$ cat src/rtl/vram_write_scheduler.sv
// Video-memory write scheduler: queues core writes in a small FIFO and interleaves
// them fairly with a hardware fill engine onto a single registered VRAM write port.
module vram_write_scheduler #(
  parameter int FIFO_DEPTH = 4,
  parameter int CNT_W      = 16
) (
  input  logic             clk,
  input  logic             rst,
  input  logic             core_we,
  input  logic [31:0]      core_addr,
  input  logic [31:0]      core_data,
  input  logic             fill_start,
  input  logic [31:0]      fill_base,
  input  logic [CNT_W-1:0] fill_count,
  input  logic [31:0]      fill_color,
  input  logic             overflow_clr,
  output logic             vm_we,
  output logic [31:0]      vm_addr,
  output logic [31:0]      vm_data,
  output logic             fill_busy,
  output logic             fill_done,
  output logic             fifo_overflow
);

  localparam int PTR_W = $clog2(FIFO_DEPTH);
  localparam logic [PTR_W:0] DEPTH_C = (PTR_W + 1)'(FIFO_DEPTH);

  typedef enum logic [1:0] {S_IDLE, S_RUN, S_DONE} fill_state_e;
  typedef enum logic {G_CORE, G_FILL} grant_e;

  // FIFO storage and bookkeeping
  logic [63:0]      mem_q [FIFO_DEPTH];
  logic [PTR_W-1:0] wr_ptr_q, wr_ptr_d;
  logic [PTR_W-1:0] rd_ptr_q, rd_ptr_d;
  logic [PTR_W:0]   cnt_q, cnt_d;
  logic             ovf_q, ovf_d;

  // Fill engine
  fill_state_e      state_q, state_d;
  logic [31:0]      fill_addr_q, fill_addr_d;
  logic [CNT_W-1:0] fill_rem_q, fill_rem_d;
  logic [31:0]      fill_color_q, fill_color_d;

  // Arbiter and registered write port
  grant_e           last_grant_q, last_grant_d;
  logic             vm_we_q, vm_we_d;
  logic [31:0]      vm_addr_q, vm_addr_d;
  logic [31:0]      vm_data_q, vm_data_d;

  logic fifo_empty, fifo_full, core_req, fill_req;
  logic grant_core, grant_fill, push, pop, ovf_set;
  logic [63:0] head;

  assign head       = mem_q[rd_ptr_q];
  assign fifo_empty = (cnt_q == '0);
  assign fifo_full  = (cnt_q == DEPTH_C);
  assign core_req   = !fifo_empty;
  assign fill_req   = (state_q == S_RUN);

  // On a tie the requester that lost the previous grant wins.
  assign grant_core = core_req && (!fill_req || last_grant_q == G_FILL);
  assign grant_fill = fill_req && (!core_req || last_grant_q == G_CORE);

  // A pop on a full FIFO frees the slot for a same-cycle push.
  assign pop     = grant_core;
  assign push    = core_we && (!fifo_full || pop);
  assign ovf_set = core_we && fifo_full && !pop;

  always_comb begin
    // NOTE: every always_comb output gets a default first so no path infers a latch.
    wr_ptr_d     = wr_ptr_q;
    rd_ptr_d     = rd_ptr_q;
    cnt_d        = cnt_q;
    last_grant_d = last_grant_q;
    vm_we_d      = grant_core || grant_fill;
    vm_addr_d    = vm_addr_q;
    vm_data_d    = vm_data_q;

    if (push) wr_ptr_d = wr_ptr_q + PTR_W'(1);
    if (pop)  rd_ptr_d = rd_ptr_q + PTR_W'(1);
    if (push && !pop)      cnt_d = cnt_q + (PTR_W + 1)'(1);
    else if (pop && !push) cnt_d = cnt_q - (PTR_W + 1)'(1);

    ovf_d = ovf_set ? 1'b1 : (overflow_clr ? 1'b0 : ovf_q);

    if (grant_core) begin
      last_grant_d = G_CORE;
      vm_addr_d    = head[63:32];
      vm_data_d    = head[31:0];
    end else if (grant_fill) begin
      last_grant_d = G_FILL;
      vm_addr_d    = fill_addr_q;
      vm_data_d    = fill_color_q;
    end
  end

  always_comb begin
    state_d      = state_q;
    fill_addr_d  = fill_addr_q;
    fill_rem_d   = fill_rem_q;
    fill_color_d = fill_color_q;
    unique case (state_q)
      S_IDLE: begin
        if (fill_start) begin
          if (fill_count != '0) begin
            fill_addr_d  = fill_base;
            fill_rem_d   = fill_count;
            fill_color_d = fill_color;
            state_d      = S_RUN;
          end else begin
            state_d = S_DONE;
          end
        end
      end
      S_RUN: begin
        if (grant_fill) begin
          fill_addr_d = fill_addr_q + 32'd4;
          fill_rem_d  = fill_rem_q - CNT_W'(1);
          if (fill_rem_q == CNT_W'(1)) state_d = S_DONE;
        end
      end
      S_DONE:  state_d = S_IDLE;
      default: state_d = S_IDLE;
    endcase
  end

  // NOTE: the storage array has no reset; emptying the FIFO via the pointers and count makes its contents don't-care.
  always_ff @(posedge clk) begin
    if (push) mem_q[wr_ptr_q] <= {core_addr, core_data};
  end

  always_ff @(posedge clk or negedge rst) begin
    if (!rst) begin
      wr_ptr_q     <= '0;
      rd_ptr_q     <= '0;
      cnt_q        <= '0;
      ovf_q        <= 1'b0;
      state_q      <= S_IDLE;
      fill_addr_q  <= '0;
      fill_rem_q   <= '0;
      fill_color_q <= '0;
      last_grant_q <= G_FILL;
      vm_we_q      <= 1'b0;
      vm_addr_q    <= '0;
      vm_data_q    <= '0;
    end else begin
      wr_ptr_q     <= wr_ptr_d;
      rd_ptr_q     <= rd_ptr_d;
      cnt_q        <= cnt_d;
      ovf_q        <= ovf_d;
      state_q      <= state_d;
      fill_addr_q  <= fill_addr_d;
      fill_rem_q   <= fill_rem_d;
      fill_color_q <= fill_color_d;
      last_grant_q <= last_grant_d;
      vm_we_q      <= vm_we_d;
      vm_addr_q    <= vm_addr_d;
      vm_data_q    <= vm_data_d;
    end
  end

  assign vm_we         = vm_we_q;
  assign vm_addr       = vm_addr_q;
  assign vm_data       = vm_data_q;
  assign fill_busy     = (state_q != S_IDLE);
  assign fill_done     = (state_q == S_DONE);
  assign fifo_overflow = ovf_q;

endmodule

$ cat config.mk
export PLATFORM = sky130hd
export DESIGN_NAME = vram_write_scheduler
export DESIGN_NICKNAME = d
export VERILOG_FILES = /design/src/rtl/vram_write_scheduler.sv
export SDC_FILE = /design/constraint.sdc
export NUM_CORES = 1
export LEC_CHECK = 0
export ABC_CLOCK_PERIOD_IN_PS = 3000
export CAP_MARGIN = 20
export CORE_ASPECT_RATIO = 1.25
export CORE_MARGIN = 8
export CORE_UTILIZATION = 45
export DETAILED_ROUTE_END_ITERATION = 12
export MAX_ROUTING_LAYER = met4
export PLACE_DENSITY = 0.73
export SYNTH_ARGS = -nofsm -noshare
export SYNTH_HDL_FRONTEND = slang
export SYNTH_SLANG_ARGS = --single-unit
$ cat constraint.sdc
create_clock -name clk -period 3 [get_ports clk]
set_input_delay 0.6 -clock clk [delete_from_list [all_inputs] [get_ports clk]]
set_output_delay 0.6 -clock clk [all_outputs]
set_load 0.05 [all_outputs]
==> reports/results.tsv <==
metric	value	unit
status	finished clean	
PortBufs	216	
Die Ht	231	um
Crit path required time	2400	ps
sequential area share after synthesis	69.8	%
Site Rows	78	
fin cells	1838	
max-cap check violation count	0	
Distinct cells, synth	65	
final worst slack	252	ps
met3 wire length	2420	um
Max clock buf depth	3	
vias in the first global route	11000	
asr flop ratio synth	37.9	%
grt ovf	0	
layout cells sized above 1	16.1	%
internal power	15100	uW
top sig layer	met4	
num ports	217	
Antenna Nets Post-Route	0	
DR vias	10300	
Fmax	364	MHz
Net Sw Frac	37.9	%
HP Class	input port to asynchronous set/reset pin	
Final Hold Viols	0	
CP Class	flop to primary output	
Finish-stage setup viols	0	
CP max FO	5	
synthesized instance count	1097	
TritonCTS clock tree	done	
detailed placement HPWL	25600	um
final wirelength	40100	um
initial core utilization	45.7	%
Combinational Power Share	40.1	%
Post-Route M1 WL	16300	um
CTS root buf	clkbuf_16	
GRT Util Overall	18.8	%
largest net degree at the start of global routing	80	
final core utilization	57.6	%
CP max stage delay	730	ps
Via density	5.62	
metal2 WL	20300	um
leading cell type in the layout, fill and taps excluded	edfxtp_1	
Cell Pwr Density	1160	nW/um^2
fin crit share	91.6	%
commonest cells after routing, fill and taps aside	edfxtp_1 (256), clkdlybuf4s50_1 (215), nor2_1 (154), dfrtp_1 (153), o22ai_1 (76)	
pre-CTS setup slack	303	ps
clock share of power	22.1	%
first-pass GRT wire length	62400	um
CP arrival	2150	ps
H-tree levels	2	
slowest library cell on the worst path	clkdlybuf4s50_1	
Mapped Nets	1255	
Final nets	1475	
LEAKAGE	0.00745	uW
Core Box Area	36300	um^2
area delta synth->final	26.0	%
Worst-Margin Slew	919	ps
CTS hold repair buffers	0	
final instance area	20900	um^2
Cell Area, Synth	16600	um^2
DRT iter0 DRCs	613	
Mapped Avg Cell Area	15.1	um^2
DR DRC count	0	
Fin Setup TNS	0	ps
Critical Path Source Type	flop	
clock tree sinks	412	
EDFF count, synth	256	
FF-to-FF setup slack	650	ps
clock skew	17.4	ps
drt pass-1 iters	5	
Post-CTS Setup Inserts	0	
Seq cells post-synth	412	
Buf/Inv on CP	2	
cts repair resizes	0	
clock latency on the worst-skew pair	550	ps
worst path cell trace	nor2_1 -> inv_1 -> clkdlybuf4s50_1	
Area after DPL	19500	um^2
sequential share of power	37.8	%
Clock Pin Slew Worst Setup and Hold Paths	60	ps
worst vdd ir	583	uV
Final Critical Period	2750	ps
Slew headroom	38.7	%
TritonCTS Buffers	41	
Cells after DPL	1754	
CP delay by family, top	buffers and inverters	
die width	188	um
switching power	9220	uW
unrepaired setup endpoints after global routing	no	
drt wl/cell	21.8	um
RePlAce Congestion	0.861	
critical path endpoint category	primary output	
initial antenna violation count	8	
Final Slew Violations	0	
Main synth FF type	edfxtp_1	
Die ar.	43300	um^2
YS warnings	0	
layout make-up:
cell class	count	area, um^2
Sequential cell	412	11600
Multi-Input combinational cell	606	4730
Clock buffer	58	1200
Antenna cell	8	20.0
Inverter	15	56.3
Tap cell	480	601
Fill cell	2892	15400
Clock inverter	18	229
Timing Repair Buffer	241	2490
cell families after synthesis:
kind of cell,Yosys count,synth area share (%)
AOI/OAI and AO/OA,218,8.48
muxes,99,11.1
buffers and inverters,79,2.03
DFF,412,69.8
and+or+nand+nor,274,7.59
adders and majority gates,9,0.723
xor gates and xnor gates,6,0.316
power groups by stage:
stage / logic (uW) / registers [uW] / clock network, uW
after floorplan: 5420 / 10300 / 0
after global placement: 9640 / 9210 / 0
after detailed placement: 9830 / 9290 / 0
after CTS: 9900 / 9200 / 5480
after global routing: 10600 / 9390 / 5660
final: 9760 / 9190 / 5360
flip-flops by register name, indices dropped and copies added (netlist names), 2 cells and up:
signal / flops
fill_rem_q: 16
state_q: 2
mem_q: 256
fill_addr_q: 32
fill_color_q: 32
rd_ptr_q: 2
wr_ptr_q: 2
vm_addr: 32
cnt_q: 3
vm_data: 32
cell usage after synthesis (4+ instances only):
library cell    n  area [um^2]
edfxtp_1      256         7690
o22ai_1        76          475
mux4_2         64         1440
nand2_1        43          161
a21oi_1        47          235
and4_1          5         43.8
a31oi_1        13         81.3
o21ai_0        24          120
nand3_1        16         80.1
dfrtp_1       155         3880
o2bb2ai_1       5         43.8
clkbuf_1       29          109
nor4_1          7         43.8
nor2_1        154          578
o22a_1         11         96.3
a2bb2oi_1       5         43.8
inv_1          15         56.3
buf_1           6         22.5
and3_1          4         25.0
a22oi_1         6         45.0
and2_1          8         50.1
nand4_1         8         50.1
nor3_1          6         30.0
ha_1            8          100
mux2_2         35          394
buf_2          27          135
routing by layer:
metal | global-route usage (%) | up-vias
met1 | 22.4 | 5240
met5 | - | -
li1 | - | 4689
met3 | 4.01 | 63
met4 | 6.88 | 0
met2 | 31.4 | 330
worst register-to-register path: cells and delay by family, from the launching register on:
kind	cells	cell delay, ps
adders and majority gates	2	630
AOI/OAI and AO/OA	1	370
buffers and inverters	1	60
xor gates and xnor gates	2	320
and+or+nand+nor	3	450
DFF	1	450
worst paths after layout:
| path | from | end | cells after the start |
|---|---|---|---|
| hold reg to reg | fill_addr_q[28] | fill_addr_q[28] | 1 |
| setup / recovery | state_q[1] | fill_busy | 3 |
| min in group clk | fill_addr_q[28] | fill_addr_q[28] | 1 |
| setup reg to reg | state_q[1] | cnt_q[2] | 9 |
| max in group asynchronous | rst | fill_color_q[4] | 2 |
| hold / removal | rst | vm_addr[17] | 1 |
metrics by stage:
stage / power [uW] / hold slack (ps)
global placement: 18800 / 471
finish: 24300 / 30.0
detailed placement: 19100 / 477
global route: 25600 / 68.6
floorplan: 15800 / 304
CTS: 24600 / 37.9
Note: power is estimated with default switching activity, not from simulation.
